[config.mk]
export PLATFORM = sky130hd
export DESIGN_NAME = m_div_unit_flat
export DESIGN_NICKNAME = d
export VERILOG_FILES = /design/src/rtl/m_div_unit_pkg.sv /design/src/rtl/m_div_unit_if.sv /design/src/rtl/m_div_unit_datapath.sv /design/src/rtl/m_div_unit.sv /design/src/flat_wrapper.sv
export SDC_FILE = /design/constraint.sdc
export NUM_CORES = 1
export LEC_CHECK = 0
export CAP_MARGIN = 20
export CORE_ASPECT_RATIO = 0.7
export CORE_MARGIN = 1.5
export CORE_UTILIZATION = 45
export DETAILED_ROUTE_END_ITERATION = 8
export GPL_TIMING_DRIVEN = 0
export PLACE_DENSITY_LB_ADDON = 0.2
export SETUP_SLACK_MARGIN = 0.3
export SYNTH_ARGS = -nofsm -noshare
export SYNTH_HDL_FRONTEND = slang
export SYNTH_SLANG_ARGS = --single-unit
export TNS_END_PERCENT = 5
[constraint.sdc]
create_clock -name clk -period 9.33 [get_ports clk]
set_input_delay 0.933 -clock clk [delete_from_list [all_inputs] [get_ports clk]]
set_output_delay 0.933 -clock clk [all_outputs]
set_load 0.05 [all_outputs]
[src/rtl/m_div_unit_pkg.sv]
// rtl/m_div_unit_pkg.sv - shared types for the M-unit iterative divider
package m_div_pkg;
   typedef enum logic [1:0] {DIV = 2'd0, DIVU = 2'd1, REM = 2'd2, REMU = 2'd3} div_op_t;
   typedef enum logic [1:0] {IDLE = 2'd0, CALC = 2'd1, FIX = 2'd2, DONE = 2'd3} state_t;

   function automatic int cnt_width(input int xlen);
      return $clog2(xlen);
   endfunction
endpackage

[src/rtl/m_div_unit_if.sv]
// rtl/m_div_unit_if.sv - request/response bundle between M-unit decode and the divider
interface m_div_unit_if #(parameter int XLEN = 32);
   import m_div_pkg::*;

   logic            start;
   div_op_t         op;
   logic [XLEN-1:0] rs1;
   logic [XLEN-1:0] rs2;
   logic            flush;
   logic            busy;
   logic            done;
   logic [XLEN-1:0] result;

   modport master (output start, op, rs1, rs2, flush, input busy, done, result);
   modport slave  (input start, op, rs1, rs2, flush, output busy, done, result);
endinterface

[src/rtl/m_div_unit_datapath.sv]
// rtl/m_div_unit_datapath.sv - restoring-division remainder/divisor/quotient registers
module m_div_datapath #(parameter int XLEN = 32) (
   input  logic            clk,
   input  logic            resetn,
   input  logic            load,
   input  logic            step,
   input  logic [XLEN-1:0] r_init,
   input  logic [XLEN-1:0] d_init,
   output logic [XLEN-1:0] r,
   output logic [XLEN-1:0] z,
   output logic            borrow
);
   logic [2*XLEN-2:0] d;
   logic [2*XLEN-1:0] diff;

   assign diff = {{XLEN{1'b0}}, r} - {1'b0, d};
   // Without a borrow the difference never exceeds R, so any set bit above XLEN-1 means a borrow.
   assign borrow = |diff[2*XLEN-1:XLEN];

   always_ff @(posedge clk or negedge resetn) begin
      if (!resetn) begin
         r <= '0;
         d <= '0;
         z <= '0;
      end else if (load) begin
         r <= r_init;
         d <= {d_init, {(XLEN-1){1'b0}}};
         z <= '0;
      end else if (step) begin
         if (!borrow)
            r <= diff[XLEN-1:0];
         z <= {z[XLEN-2:0], ~borrow};
         d <= d >> 1;
      end
   end
endmodule

[src/rtl/m_div_unit.sv]
// rtl/m_div_unit.sv - iterative DIV/DIVU/REM/REMU unit: control FSM, corner cases, sign fix
module m_div_unit #(parameter int XLEN = 32) (
   input  logic         clk,
   input  logic         resetn,
   m_div_unit_if.slave  dif
);
   import m_div_pkg::*;

   localparam int CW = cnt_width(XLEN);

   state_t          state;
   div_op_t         op_q;
   logic            s1_q, s2_q, busy_q, done_q;
   logic [CW-1:0]   cnt;
   logic [XLEN-1:0] result_q;

   logic            signed_in, quot_in, div_zero, sgn_ovf, special, accept, load;
   logic [XLEN-1:0] mag1, mag2, spec_res, r, z, q_fix, r_fix;
   logic            borrow;

   always_comb begin
      signed_in = (dif.op == DIV) || (dif.op == REM);
      quot_in   = (dif.op == DIV) || (dif.op == DIVU);
      mag1      = (signed_in && dif.rs1[XLEN-1]) ? -dif.rs1 : dif.rs1;
      mag2      = (signed_in && dif.rs2[XLEN-1]) ? -dif.rs2 : dif.rs2;
      div_zero  = (dif.rs2 == '0);
      sgn_ovf   = signed_in && (dif.rs1 == {1'b1, {(XLEN-1){1'b0}}}) && (dif.rs2 == '1);
      special   = div_zero || sgn_ovf;
      if (div_zero)
         spec_res = quot_in ? '1 : dif.rs1;
      else
         spec_res = quot_in ? dif.rs1 : '0;
      accept = (state == IDLE) && dif.start && !dif.flush;
      load   = accept && !special;
      q_fix  = ((op_q == DIV) && (s1_q ^ s2_q)) ? -z : z;
      r_fix  = ((op_q == REM) && s1_q) ? -r : r;
   end

   m_div_datapath #(.XLEN(XLEN)) u_datapath (
      .clk    (clk),
      .resetn (resetn),
      .load   (load),
      .step   (state == CALC),
      .r_init (mag1),
      .d_init (mag2),
      .r      (r),
      .z      (z),
      .borrow (borrow)
   );

   always_ff @(posedge clk or negedge resetn) begin
      if (!resetn) begin
         state    <= IDLE;
         op_q     <= DIV;
         s1_q     <= 1'b0;
         s2_q     <= 1'b0;
         cnt      <= '0;
         busy_q   <= 1'b0;
         done_q   <= 1'b0;
         result_q <= '0;
      end else begin
         done_q <= 1'b0;
         case (state)
            IDLE: begin
               if (accept) begin
                  op_q   <= dif.op;
                  s1_q   <= signed_in && dif.rs1[XLEN-1];
                  s2_q   <= signed_in && dif.rs2[XLEN-1];
                  cnt    <= CW'(XLEN-1);
                  busy_q <= 1'b1;
                  if (special) begin
                     state    <= DONE;
                     done_q   <= 1'b1;
                     result_q <= spec_res;
                  end else begin
                     state <= CALC;
                  end
               end
            end
            CALC: begin
               if (dif.flush) begin
                  state  <= IDLE;
                  busy_q <= 1'b0;
               end else if (cnt == '0) begin
                  state <= FIX;
               end else begin
                  cnt <= cnt - CW'(1);
               end
            end
            FIX: begin
               if (dif.flush) begin
                  state  <= IDLE;
                  busy_q <= 1'b0;
               end else begin
                  state    <= DONE;
                  done_q   <= 1'b1;
                  result_q <= ((op_q == DIV) || (op_q == DIVU)) ? q_fix : r_fix;
               end
            end
            DONE: begin
               state  <= IDLE;
               busy_q <= 1'b0;
            end
         endcase
      end
   end

   assign dif.busy   = busy_q;
   assign dif.done   = done_q;
   assign dif.result = result_q;
endmodule

[src/flat_wrapper.sv]
// flat-port wrapper written by rule: the top's interface ports become plain ports
module m_div_unit_flat import m_div_pkg::*;
#(parameter int XLEN = 32)
  (clk, resetn, dif_start, dif_op, dif_rs1, dif_rs2, dif_flush, dif_busy, dif_done, dif_result);
  m_div_unit_if #(.XLEN(XLEN)) dif_i ();
  input  logic clk;
  input  logic resetn;
  input wire logic [$bits(dif_i.start)-1:0] dif_start;
  input wire logic [$bits(dif_i.op)-1:0] dif_op;
  input wire logic [$bits(dif_i.rs1)-1:0] dif_rs1;
  input wire logic [$bits(dif_i.rs2)-1:0] dif_rs2;
  input wire logic [$bits(dif_i.flush)-1:0] dif_flush;
  output wire logic [$bits(dif_i.busy)-1:0] dif_busy;
  output wire logic [$bits(dif_i.done)-1:0] dif_done;
  output wire logic [$bits(dif_i.result)-1:0] dif_result;
  assign dif_i.start = dif_start;
  assign dif_i.op = dif_op;
  assign dif_i.rs1 = dif_rs1;
  assign dif_i.rs2 = dif_rs2;
  assign dif_i.flush = dif_flush;
  assign dif_busy = dif_i.busy;
  assign dif_done = dif_i.done;
  assign dif_result = dif_i.result;
  m_div_unit #(.XLEN(XLEN)) u_core (.clk(clk), .resetn(resetn), .dif(dif_i));
endmodule
==> impl_results.md <==
* Dominant synthesized flop cell: sky130_fd_sc_hd__dfrtp_1
* GRT Total Usage at 30.33%
* Uppermost routed layer: met5
* Transition time at the pin with the least slew margin at 1.132 ns
* Critical path peak fanout at 10
* Overall routed net length at 46.39 mm
* Endpoint required time on the critical path at 9.69 ns
* Number of global-route vias before repair at 12530
* Setup TNS Final at 0 ns
* Site Rows at 52
* Count of maximum capacitance violations at 0
* Number of detailed-routing iterations run before antenna repair at 6
* Portion of synthesized cell area occupied by the leading cell type at 32.03%
* Net switching component of the power at 2.781 mW
* First-pass GRT wire length at 72.35 mm
* Dominant cell by count in the synthesized netlist: sky130_fd_sc_hd__nor2_1
* Starting Density at 46.10%
* Routed wire length on met2 at 18.38 mm
* Wire length on met3 at 4.932 mm
* Synthesized netlist cell count at 1650
* Layout cell share with drive strength beyond 1 at 4.762%
* I/O Pins at 104
* Largest buffer count on any clock path at 2
* Ys Warns at 0
* H-Tree Depth at 4
* Setup repair after global routing missed its margin: false
* Number of nets in the synthesized netlist at 1763
* Clock root cell: sky130_fd_sc_hd__clkbuf_16
* Number of buffers inserted during clock tree synthesis at 17
* Die area at 30920 um2
* Highest attainable clock frequency at 0.2223 GHz
* Share of power burned in the clock network at 13.6%
* Total setup buffers inserted after CTS at 0
* Top cells by area, synth: sky130_fd_sc_hd__dfrtp_1, sky130_fd_sc_hd__mux2i_1, sky130_fd_sc_hd__nor2_1
* Power density relative to cell area at 350.4 nW/um2
* Initial DRC count at 1458
* Cts repair resizes at 0
* Post-route clock period utilization at 48.21%
* Layout overhead on the synthesized area at 15.81%
* Fraction of the yosys area taken by sequential cells at 32.03%
* IR drop worst, VDD at 163.3 uV
* Largest net degree at the start of global routing at 103
* Half-perimeter wire length after placement at 36.59 mm
* Post-Route Hold Slack at 0.4878 ns
* GR Overflow Total at 0
* Path class of the lowest-slack min-delay path: reg -> reg
* Number of flops mapped to enable cells by yosys at 0
* Sequential group share of total power at 25.9%
* Switching power share of the total at 51.01%
* Post-Syn Area per Cell at 8.143 um2
* Cell accounting for the most synthesized area: sky130_fd_sc_hd__dfrtp_1
* Average vias per placed instance at 6.207
* Number of flip-flops and latches in the synthesized netlist at 172
* Antenna diode count at 0
* Combinational fraction of design power at 60.5%
* Worst setup SP type: input pin
* Number of port buffers at 103
* CTS tree: yes
* Type of destination of the critical path: register
* FFs w/ async S/R, synth at 100.0%
* Number of antenna violations at the first check in global routing at 0
* Clock sink total at 172
* Final antenna-violating net count at 0
* Cts-stage hold buffer count at 0
* Post-route met1 wirelength at 22.18 mm
* Crit Path Category: in -> reg
* Arrival time worst endpoint at 4.86 ns
* Later-pin clock latency in the skew report at 0.47 ns
* Routed WL per cell at 21.45 um
* Total Nets Final at 1886
* Post-synthesis instance area at 13440 um2
* Post-route DRC at 0
* Number of distinct library cells after synthesis at 76
* Outcome: complete, no violations
* Clock transition time at the flip-flop clock pins of the worst setup and hold paths at 0.07 ns
* Leakage power total at 6.088 nW
* Routability Congestion at 0.9562
* Routed vias at 13430
* Worst clock skew on the final layout at 0.01266 ns
* Internal at 2.672 mW
* Time the worst path needs with I/O delays and setup at 4.498 ns
* Number of hold violations in the final report at 0
* Final number of max-transition violations at 0
* Most frequent cells after synthesis: sky130_fd_sc_hd__nor2_1, sky130_fd_sc_hd__dfrtp_1, sky130_fd_sc_hd__nand2_1, sky130_fd_sc_hd__o21ai_0, sky130_fd_sc_hd__a21oi_1
* Die width at 209.5 um
* Core outline area at 29150 um2
* Die height at 147.6 um
* Tightest slew margin relative to the limit at 24.50%
* Final setup violating endpoints at 0
## power by group through the flow
| stage | Clock, mW | Sequential (mW) | Combinational (mW) |
|---|---|---|---|
| 2_1_floorplan | 0 | 1.54 | 2.10 |
| 4_1_cts | 0.746 | 1.41 | 3.23 |
| 6_report | 0.742 | 1.41 | 3.30 |
| 3_5_place_dp | 0 | 1.41 | 3.21 |
| 3_3_place_gp | 0 | 1.41 | 3.17 |
| 5_1_grt | 0.773 | 1.46 | 3.60 |
## kinds of logic (layout without fill, tap and decap cells)
group / count (synthesis) / in the layout / synth area share, %
XOR/XNOR: 141 / 141 / 9.191
multiplexers: 92 / 92 / 6.863
AND/OR/NAND/NOR: 568 / 568 / 20.44
AO/OA/AOI/OAI: 466 / 466 / 22.33
flip-flops: 172 / 172 / 32.03
buffers and inverters: 168 / 303 / 5.084
adder cells (fa/ha/maj): 43 / 43 / 4.060
## critical path, stage by stage
cell and delay (ns):
sky130_fd_sc_hd__clkdlybuf4s50_1 0.56, sky130_fd_sc_hd__inv_1 0.11, sky130_fd_sc_hd__ha_1 0.19, sky130_fd_sc_hd__or4b_2 0.64
sky130_fd_sc_hd__or4_4 0.48, sky130_fd_sc_hd__or2_4 0.33, sky130_fd_sc_hd__o22ai_4 0.24, sky130_fd_sc_hd__nor2_1 0.20
sky130_fd_sc_hd__buf_2 0.31, sky130_fd_sc_hd__buf_2 0.31, sky130_fd_sc_hd__buf_2 0.29, sky130_fd_sc_hd__nor2_1 0.25
## final timing paths
path | startpoint | cells past startpoint | slack, ns | endpoint
max in group asynchronous | resetn | 2 | 7.94 | u_core.u_datapath.z[29]$_DFFE_PN0P_
worst max register to register | u_core.u_datapath.r[1]$_DFFE_PN0P_ | 11 | 5.24 | u_core.u_datapath.r[29]$_DFFE_PN0P_
worst min register to register | u_core.dif.result[8]$_DFFE_PN0P_ | 1 | 0.49 | u_core.dif.result[8]$_DFFE_PN0P_
min in group asynchronous | resetn | 1 | 0.52 | u_core.u_datapath.d[4]$_DFFE_PN0P_
worst min-delay path | u_core.dif.result[8]$_DFFE_PN0P_ | 1 | 0.49 | u_core.dif.result[8]$_DFFE_PN0P_
worst max-delay path | dif_rs1[0] | 12 | 4.83 | u_core.u_datapath.z[0]$_DFFE_PN0P_
## through the flow
stage,cell area [um2],total power [mW],std cells,util (%),setup WS [ns]
floorplan,13440,3.643,1650,-,5.884
global placement,14940,4.573,2131,51.26,0.1072
detailed placement,14970,4.626,2132,51.37,4.486
CTS,15560,5.381,2163,53.39,4.949
global route,15560,5.834,2163,53.39,4.736
finish,15560,5.453,2163,53.39,4.832
## placed cells by master, fill, tap and decap left out, drive strengths merged, types with 11 or more instances in the layout
cell type,synthesis,layout
nand2b,11,11
o211ai,24,24
clkbuf,81,98
inv,57,62
nand3,21,21
or3,14,14
xnor2,70,70
nor2,208,208
dfrtp,172,172
mux2i,91,91
o21a,23,23
or4,20,20
a21o,17,17
o311ai,15,15
ha,42,42
a21oi,106,106
clkdlybuf4s50,0,102
o21ai,113,113
nor3,49,49
nor4,27,27
nand2,121,121
nor2b,13,13
xor2,71,71
nand4,45,45
a31oi,52,52
o31ai,33,33
buf,30,32
## sequential cells by signal (all words and copies together) (netlist names), 2 cells and up
| name | count |
|---|---|
| u_core.u_datapath.r | 32 |
| u_core.u_datapath.z | 32 |
| u_core.u_datapath.d | 63 |
| u_core.cnt | 5 |
| u_core.state | 2 |
| u_core.op_q | 2 |
| u_core.dif.result | 32 |
## per-layer routing
layer,vias up,track usage (%)
met3,61,8.647
li1,6282,-
met5,-,3.448
met4,4,7.086
met1,6428,45.82
met2,650,41.83
## cell type report
type / instances / area, um2
Buffer: 111 / 469.2
Clock buffer: 17 / 425.4
Clock inverter: 14 / 162.7
Fill cell: 2794 / 13590
Inverter: 57 / 214.0
Multi-Input combinational cell: 1310 / 8449
Sequential cell: 172 / 4304
Tap cell: 378 / 473.0
Timing Repair Buffer: 104 / 1064
Power figures use the tool's default switching activity.
